==> src/rtl/fp_norm_pkg.sv <==
// Shared widths, constants and result flags for the normalizer pipeline.
package fp_norm_pkg;
    localparam int EXP_W   = 8;
    localparam int MANT_W  = 32;
    localparam int SIG_W   = 24;
    localparam int LZ_W    = 5;
    localparam int GRD_W   = MANT_W - SIG_W;
    localparam int BIAS    = 127;
    localparam int EXP_MAX = 255;

    typedef struct packed {
        logic zero;
        logic uflow;
        logic oflow;
    } flags_t;
endpackage

==> src/rtl/fp_norm_pipe_lead_one.sv <==
// One-hot marker of the most significant set bit; all zero for a zero input.
module lead_one_line
    import fp_norm_pkg::*;
(
    input  logic [MANT_W-1:0] mant_i,
    output logic [MANT_W-1:0] line_o
);
    logic seen;

    always_comb begin
        line_o = '0;
        seen   = 1'b0;
        for (int i = MANT_W - 1; i >= 0; i--) begin
            if (mant_i[i] && !seen) line_o[i] = 1'b1;
            seen = seen | mant_i[i];
        end
    end
endmodule

==> src/rtl/fp_norm_pipe.sv <==
// Two-stage normalizer: S1 counts leading zeros, S2 shifts, adjusts the
// exponent and rounds to nearest-even, with valid/ready backpressure.
module fp_norm_pipe
    import fp_norm_pkg::*;
(
    input  logic              clk,
    input  logic              rst,
    input  logic              in_valid,
    output logic              in_ready,
    input  logic              in_sign,
    input  logic [EXP_W-1:0]  in_exp,
    input  logic [MANT_W-1:0] in_mant,
    output logic              out_valid,
    input  logic              out_ready,
    output logic              out_sign,
    output logic [EXP_W-1:0]  out_exp,
    output logic [SIG_W-1:0]  out_sig,
    output logic              out_zero,
    output logic              out_uflow,
    output logic              out_oflow
);
    logic              v1_q, v2_q;
    logic              rdy1, rdy2;
    logic              sign1_q, zin1_q;
    logic [EXP_W-1:0]  exp1_q;
    logic [MANT_W-1:0] mant1_q;
    logic [LZ_W-1:0]   lz1_q;
    logic [MANT_W-1:0] line;
    logic [LZ_W-1:0]   lz_d;
    logic              zin_d;

    logic              sign2_q, sign2_d;
    logic [EXP_W-1:0]  exp2_q, exp2_d;
    logic [SIG_W-1:0]  sig2_q, sig2_d;
    flags_t            flags2_q, flags2_d;

    logic [MANT_W-1:0]       m2;
    logic signed [EXP_W+1:0] exp_n, exp_f;
    logic                    rnd_up, carry;
    logic [SIG_W:0]          sum;

    assign rdy2     = ~v2_q | out_ready;
    assign rdy1     = ~v1_q | rdy2;
    assign in_ready = rdy1;

    lead_one_line u_lead (
        .mant_i (in_mant),
        .line_o (line)
    );

    always_comb begin
        lz_d = '0;
        for (int i = 0; i < MANT_W; i++) begin
            if (line[i]) lz_d = lz_d | LZ_W'(MANT_W - 1 - i);
        end
        zin_d = ~|in_mant;
    end

    // Exponent math is two bits wider so underflow shows as <= 0 and a
    // rounding carry out of 255 is still visible.
    always_comb begin
        m2     = mant1_q << lz1_q;
        exp_n  = $signed({2'b00, exp1_q}) - $signed({{(EXP_W + 2 - LZ_W){1'b0}}, lz1_q});
        rnd_up = m2[GRD_W-1] & ((|m2[GRD_W-2:0]) | m2[GRD_W]);
        sum    = {1'b0, m2[MANT_W-1:GRD_W]} + {{SIG_W{1'b0}}, rnd_up};
        carry  = sum[SIG_W];
        exp_f  = exp_n + {{(EXP_W + 1){1'b0}}, carry};

        sign2_d  = sign1_q;
        exp2_d   = '0;
        sig2_d   = '0;
        flags2_d = '0;
        if (zin1_q) begin
            flags2_d.zero = 1'b1;
        end else if (exp_n[EXP_W+1] || exp_n == '0) begin
            flags2_d.uflow = 1'b1;
            flags2_d.zero  = 1'b1;
        end else if (exp_f[EXP_W:0] >= (EXP_W + 1)'(EXP_MAX)) begin
            flags2_d.oflow = 1'b1;
            exp2_d         = EXP_W'(EXP_MAX);
        end else begin
            exp2_d = exp_f[EXP_W-1:0];
            sig2_d = carry ? {1'b1, {(SIG_W - 1){1'b0}}} : sum[SIG_W-1:0];
        end
    end

    always_ff @(posedge clk or posedge rst) begin
        if (rst) begin
            v1_q    <= 1'b0;
            sign1_q <= 1'b0;
            exp1_q  <= '0;
            mant1_q <= '0;
            lz1_q   <= '0;
            zin1_q  <= 1'b0;
        end else if (rdy1) begin
            v1_q <= in_valid;
            if (in_valid) begin
                sign1_q <= in_sign;
                exp1_q  <= in_exp;
                mant1_q <= in_mant;
                lz1_q   <= lz_d;
                zin1_q  <= zin_d;
            end
        end
    end

    always_ff @(posedge clk or posedge rst) begin
        if (rst) begin
            v2_q     <= 1'b0;
            sign2_q  <= 1'b0;
            exp2_q   <= '0;
            sig2_q   <= '0;
            flags2_q <= '0;
        end else if (rdy2) begin
            v2_q <= v1_q;
            if (v1_q) begin
                sign2_q  <= sign2_d;
                exp2_q   <= exp2_d;
                sig2_q   <= sig2_d;
                flags2_q <= flags2_d;
            end
        end
    end

    assign out_valid = v2_q;
    assign out_sign  = sign2_q;
    assign out_exp   = exp2_q;
    assign out_sig   = sig2_q;
    assign out_zero  = flags2_q.zero;
    assign out_uflow = flags2_q.uflow;
    assign out_oflow = flags2_q.oflow;
endmodule

==> config.mk <==
export PLATFORM = sky130hd
export DESIGN_NAME = fp_norm_pipe
export DESIGN_NICKNAME = d
export VERILOG_FILES = /design/src/rtl/fp_norm_pkg.sv /design/src/rtl/fp_norm_pipe_lead_one.sv /design/src/rtl/fp_norm_pipe.sv
export SDC_FILE = /design/constraint.sdc
export NUM_CORES = 1
export LEC_CHECK = 0
export CAP_MARGIN = 10
export CORE_UTILIZATION = 55
export DETAILED_ROUTE_END_ITERATION = 8
export MAX_ROUTING_LAYER = met4
export PLACE_DENSITY = 0.87
export SKIP_CTS_REPAIR_TIMING = 1
export SYNTH_ARGS = -nofsm -noshare
export SYNTH_HDL_FRONTEND = slang
export SYNTH_SLANG_ARGS = --single-unit
==> constraint.sdc <==
create_clock -name clk -period 4.95 [get_ports clk]
set_input_delay 1.2375 -clock clk [delete_from_list [all_inputs] [get_ports clk]]
set_output_delay 1.2375 -clock clk [all_outputs]
set_load 0.01 [all_outputs]
== Word-level counts from Yosys, hierarchy flattened ==
Index checks and enable logic that the tools add are counted.

* Magnitude comparators: 1
* Reductions and logical operators: 69
* Bitwise operators: 36
* Shift-type cells: 1
* Add/subtract/negate cells: 3
* Equality and inequality tests: 2
* Multiplexer cells: 102

{| class="wikitable"
|+ Operator list
! operator !! number
|-
| $mux W24 || 9
|-
| $mux W5 || 18
|-
| $mux W8 || 10
|-
| $mux W32 || 2
|-
| $mux W1 || 44
|-
| $or A1 B1 Y1 || 33
|-
| $logic_not A1 Y1 || 32
|-
| $mux W4 || 8
|-
| $reduce_or A32 Y1 || 1
|-
| $shl A32 B5 Y32 || 1
|-
| $logic_and A1 B1 Y1 || 31
|-
| $add A24 B1 Y25 || 1
|-
| $mux W3 || 6
|-
| $logic_not A10 Y1 || 1
|-
| $mux W2 || 5
|-
| $add A9 B2 Y9 || 1
|-
| $ge A9 B8 Y1 const B || 1
|-
| $sub A8 B5 Y9 || 1
|-
| $reduce_or A7 Y1 || 1
|-
| $ne A2 B2 Y1 const B || 2
|-
| $reduce_and A2 Y1 || 2
|-
| $not A1 Y1 || 2
|-
| $and A1 B1 Y1 || 1
|-
| $logic_or A1 B1 Y1 || 1
|}

* Register bits: 85
* Word-level logic and storage cells: 227
* Bits of input ports: 45
* Output and inout bits: 38

== Logic depth before layout (Yosys ltp) ==
* Word-level depth: 66
* Depth in mapped cells: 22
* Mapped depth without buffers: 18

== Modules after synthesis ==
From an unflattened synthesis, not the netlist that was laid out.

* Cells, all modules: 690
* Area, all modules: 6896.6 um^2

{| class="wikitable"
|+ By module, submodules not included
! module !! times used !! area each (um^2) !! seq. area each (um^2) !! cells an instance
|-
| fp_norm_pipe || 1 || 6482.5 || 2127.0 || 632
|-
| lead_one_line || 1 || 414.1 || 0.0 || 58
|}

== Worst setup path after synthesis ==
Ideal clock, no wire load.

* Kind: reg2reg
* Start point: register lz1_q[0]
* End point: register sig2_q[22] (netlist: out_sig[22])
* Path slack: 0.718 ns
* Path buffers: 3
* Arrival: 4.110 ns
* Setup time: 0.122 ns
* Data required time: 4.828 ns
* Period minus slack after synthesis: 4.232 ns
* Cell stages (with the launch flop): 20
* Cell sequence: dfrtp_1 -> buf_6 -> buf_12 -> mux4_2 -> mux2i_1 -> a2bb2o_1 -> a41oi_1 -> nor3_4 -> nand3_1 -> nor2_1 -> ha_1 -> ha_1 -> nand2_1 -> a2111oi_0 -> a211oi_1 -> a21o_1 -> a2bb2oi_1 -> clkbuf_1 -> and2_1 -> a32o_1

* Longest elaborated chain between the ends: 15
* Elaborated cells between the ends (all ways): 19
* Those cells by class: 3 x add/sub; 1 x order compare; 1 x shift; 9 x mux; 2 x bitwise; 3 x reduce/logical

{| class="wikitable"
|+ RTL lines
! what !! line !! RTL
|-
| start, declared || fp_norm_pipe.sv:27 || <nowiki>logic [LZ_W-1:0] lz1_q;</nowiki>
|-
| start signal, assigned || fp_norm_pipe.sv:101 || <nowiki>lz1_q <= lz_d;</nowiki>
|-
| $shl A32 B5 Y32 || fp_norm_pipe.sv:62 || <nowiki>m2 = mant1_q << lz1_q;</nowiki>
|-
| $reduce_or A7 Y1 || fp_norm_pipe.sv:64 || <nowiki>rnd_up = m2[GRD_W-1] & ((|m2[GRD_W-2:0]) | m2[GRD_W]);</nowiki>
|-
| $or A1 B1 Y1 || fp_norm_pipe.sv:64 ||
|-
| $and A1 B1 Y1 || fp_norm_pipe.sv:64 ||
|-
| $add A24 B1 Y25 || fp_norm_pipe.sv:65 || <nowiki>sum = {1'b0, m2[MANT_W-1:GRD_W]} + {{SIG_W{1'b0}}, rnd_up};</nowiki>
|-
| $add A9 B2 Y9 || fp_norm_pipe.sv:67 || <nowiki>exp_f = exp_n + {{(EXP_W + 1){1'b0}}, carry};</nowiki>
|-
| $ge A9 B8 Y1 || fp_norm_pipe.sv:78 || <nowiki>end else if (exp_f[EXP_W:0] >= (EXP_W + 1)'(EXP_MAX)) begin</nowiki>
|-
| $mux W24 || fp_norm_pipe.sv:78 ||
|-
| $mux W24 || fp_norm_pipe.sv:75 || <nowiki>end else if (exp_n[EXP_W+1] || exp_n == '0) begin</nowiki>
|-
| $mux W24 || fp_norm_pipe.sv:73 || <nowiki>if (zin1_q) begin</nowiki>
|-
| $mux W24 * || fp_norm_pipe.sv:75 ||
|-
| $mux W24 * (2 in a row) || fp_norm_pipe.sv:73 ||
|-
| $mux W24 * || fp_norm_pipe.sv:116 || <nowiki>if (v1_q) begin</nowiki>
|-
| $mux W24 * || fp_norm_pipe.sv:114 || <nowiki>end else if (rdy2) begin</nowiki>
|-
| end signal, assigned || fp_norm_pipe.sv:119 || <nowiki>sig2_q <= sig2_d;</nowiki>
|-
| end, declared || fp_norm_pipe.sv:34 || <nowiki>logic [SIG_W-1:0] sig2_q, sig2_d;</nowiki>
|}

Every way passes the cells marked *; elsewhere a longest branch is shown, timed or not. The select of a mux whose other input is x is not followed.
A chain may end at the register's enable or synchronous reset.

== Worst setup path in the final report ==
* Start point: register lz1_q[0]
* End point: register sig2_q[7] (netlist: out_sig[7])

The elaborated chain is that of the path after synthesis.

==> summary.md <==
| Metric | Value |
|---|---|
| Endpoint class of the critical path | `flop` |
| R2R setup slack | `240 ps` |
| Share of layout cells above drive strength 1 | `15.2%` |
| Die width | `around 110 um` |
| IO Port Bufs | `82` |
| Pin count of the biggest net entering global routing | `52` |
| Routed via count | `6044` |
| Hold WC Path Type | `reg2reg` |
| EDFF count, synth | `0` |
| Nets@finish | `859` |
| Worst setup SP type | `flop` |
| Outcome | `finished clean` |
| WL/cell | `19.3 um` |
| Worst reg2reg path depth | `17` |
| Met3 Usage GRT | `3.50%` |
| Hold Path Depth | `2` |
| WP depth | `17` |
| Finished Core Util | `slightly below 70%` |
| Vias in the first global route | `roughly 5900` |
| Cell total after placement | `934` |
| Total CTS buffers | `9` |
| Grt ovf | `0` |
| Core area | `11500 um2` |
| Via-per-instance ratio | `~6.3` |
| Slew @ Worst Pin | `729 ps` |
| Clock sink count | `85` |
| Clk slew on worst S/H paths | `70 ps` |
| Period utilization | `95.1%` |
| Hold Path End | `sign1_q` |
| Number of top-level pins | `83` |
| Post-synth ARST share | `100%` |
| Cell Count, Final, Fillers Out | `953` |
| Met1 GRT Util | `a little under two fifths` |
| Worst skew pair latency | `360 ps` |
| Final hold violations | `0` |
| Crit. Startpoint | `lz1_q[0]` |
| Distinct cells, synth | `88` |
| DR iter-0 viols | `slightly below 500` |
| Max VDD drop | `0.000325 V` |
| Root buf cell | `clkbuf_16` |
| First-pass GRT wire length | `29.9 mm` |
| Buffers and inverters on the worst path | `2` |
| Initial Utilization | `56.8%` |
| Leakage | `3.37 nW` |
| # diodes | `0` |
| Row cnt | `39` |
| Most used cell, CP | `ha_1` |
| Slew HR | `50.9%` |
| Main synth FF type | `dfrtp_1` |
| Max-slew violation count | `0` |
| Met2 usage | `53.1%` |
| Data required, critical path | `5240 ps` |
| Cell family with most CP delay | `simple AND/OR/NAND/NOR gates` |
| Area Overhead vs Synth | `21.3%` |
| Final WL | `about 18 mm` |
| Slowest stage delay, CP | `590 ps` |
| Syn Nets | `~770` |
| Die area | `~12000 um2` |
| Synthesized cell area | `6510 um2` |
| Slowest CP cell | `mux4_2` |
| Pwr dens | `390 nW/um2` |
| Post-Syn Area per Cell | `slightly above 9 um2` |
| H-Tree Depth | `3` |
| Antenna-violating nets left | `0` |
| GRT Resource Usage Total | `31.6%` |
| Synth Instances | `714` |
| Sequential area share after synthesis | `32.7%` |
| Maxcap violations | `0` |
| Clk buf depth | `2` |
| Hold Path Origin | `sign1_q` |
| Reg2reg end | `out_sig[7]` |
| TritonCTS clock tree | `built` |
| Warnings from Yosys | `0` |
| Fmax | `between 200 and 250 MHz` |
| Chip height | `111 um` |
| Crit path kind | `reg2reg` |
| Setup-failing EPs final | `0` |
| DRC violations left | `0` |
| Worst EP arrival | `4990 ps` |
| Reg2reg start | `lz1_q[0]` |
| CP max FO | `13` |
| Clk_skew | `between 9 and 10 ps` |
| Detailed placer's ending HPWL | `around 14 mm` |
| CP Cell Sequence | `buf_4, mux2i_1, mux4_2, nor3_2, ha_1, nor4b_4, nand3_1, nor2_1, ha_1, ha_1, inv_1, nor2_1, and3_1, o21ai_0, a2bb2oi_2, o211a_2, a32o_1` |
| Final TNS setup | `0 ps` |
| Hold_ws | `472 ps` |
| Min Tclk post-route | `4710 ps` |
| Routability cong. | `0.989` |
| Pre-antenna DRT Iters | `4` |
| Initial antenna violation count | `0` |
| Synth Register Bits | `85` |
| Busiest layer in global routing | `met2` |
| Tot Pwr | `0.00308 W` |
## metal layers
metal | share of wire (%) | routed length, um
met5 | 0 | 0
met4 | 3.5 | 640
met3 | 4.9 | 900
met2 | 50 | 9290
met1 | 41 | 7590
## state kept, by name, indices dropped and copies added (netlist names)
register	count
mant1_q	32
out_sign	1
sign1_q	1
zin1_q	1
lz1_q	5
out_zero	1
exp1_q	8
out_uflow	1
out_valid	1
out_exp	8
out_oflow	1
v1_q	1
out_sig	24
## worst max-delay path by stage
stage / end / slack, ps
3_5_place_dp: out_sig[14] / 110
4_1_cts: out_sig[14] / 50
2_1_floorplan: out_sig[22] / 720
5_1_grt: out_sig[14] / -10
6_report: out_sig[7] / 240
3_3_place_gp: out_sig[7] / 320
## cell usage after synthesis, types with 4 or more instances
cell type  count  share of area (%)
clkbuf_1      19                1.1
a21o_1         5               0.58
o21ai_1       10               0.77
buf_1          4               0.23
nor3b_1        4               0.46
nand2_1      152                8.8
a21oi_1       25                1.9
and3_1         5               0.48
o22ai_1        7               0.67
and2_1         5               0.48
mux2i_1       29                4.5
nor2b_1       10               0.96
nor3_1        19                1.5
dfrtp_1       85                 33
mux4_2        23                8.0
buf_2          4               0.31
xor2_1         8                1.1
a22oi_1        5               0.58
nand2b_1      10               0.96
or3_1         11                1.1
mux2_2        18                3.1
a22o_1         9                1.2
nand3_1        5               0.38
mux4_1         4                1.6
inv_1         15               0.86
nor2_1        50                2.9
buf_6          4               0.69
a32o_1        11                1.7
o21ai_0       34                2.6
a211oi_1       6               0.69
o21a_1         5               0.58
ha_1           8                1.5
xnor2_1       15                2.0
nor4_1         7               0.67
## report_power, final
group / switching [W] / internal [W]
logic: 0.000705 / 0.000691
registers: 0.000139 / 0.000850
clock network: 0.000295 / 0.000398
## cells by family (layout without fill, tap and decap cells)
logic type	count (synthesis)	in the layout	share of synthesized area, %
xor+xnor	23	23	3.09
compound gates	160	160	17.3
mux	74	74	17.1
flops	85	85	32.7
fa+ha+maj	9	9	1.84
simple gates	310	310	23.5
buf+inv	53	149	4.44
## area by class of cell
cell class	instances	area [um2]
Clock buffer	9	225
Sequential cell	85	2130
Tap cell	143	179
Inverter	16	61.3
Clock inverter	7	81.3
Multi-Input combinational cell	576	4130
Fill cell	917	3570
Timing Repair Buffer	117	1100
## worst register-to-register path, stage by stage, from the launching register on
cell and delay (ps):
dfrtp_4 570, buf_4 210, mux2i_1 200, mux4_2 590
nor3_2 260, ha_1 220, nor4b_4 230, nand3_1 210
nor2_1 170, ha_1 210, ha_1 240, inv_1 80
nor2_1 210, and3_1 240, o21ai_0 170, a2bb2oi_2 250
o211a_2 350, a32o_1 220
## through the flow
step | cell area (um2) | setup slack, ps
after floorplan | 6510 | 718
after global placement | 7540 | 321
after detailed placement | 7540 | 110
after CTS | 7850 | 52.5
after global routing | 7900 | -10.3
final | 7900 | 244
## layout by cell type, fill, tap and decap left out, types with 6 or more instances in the layout
cell type,n
ha_1,8
inv_1,14
a21oi_1,25
mux2i_1,29
xor2_1,8
buf_4,34
o21ai_0,34
o21ai_1,10
mux2_2,18
clkdlybuf4s50_1,82
nand2_1,152
nor2_1,50
clkbuf_16,9
nand2b_1,10
dfrtp_1,83
nor3_1,19
xnor2_1,15
nor2b_1,10
a32o_1,11
a211oi_1,6
a22o_1,9
mux4_2,23
or3_1,11
o22ai_1,7
nor4_1,7
Note: power is estimated with default switching activity, not from simulation.
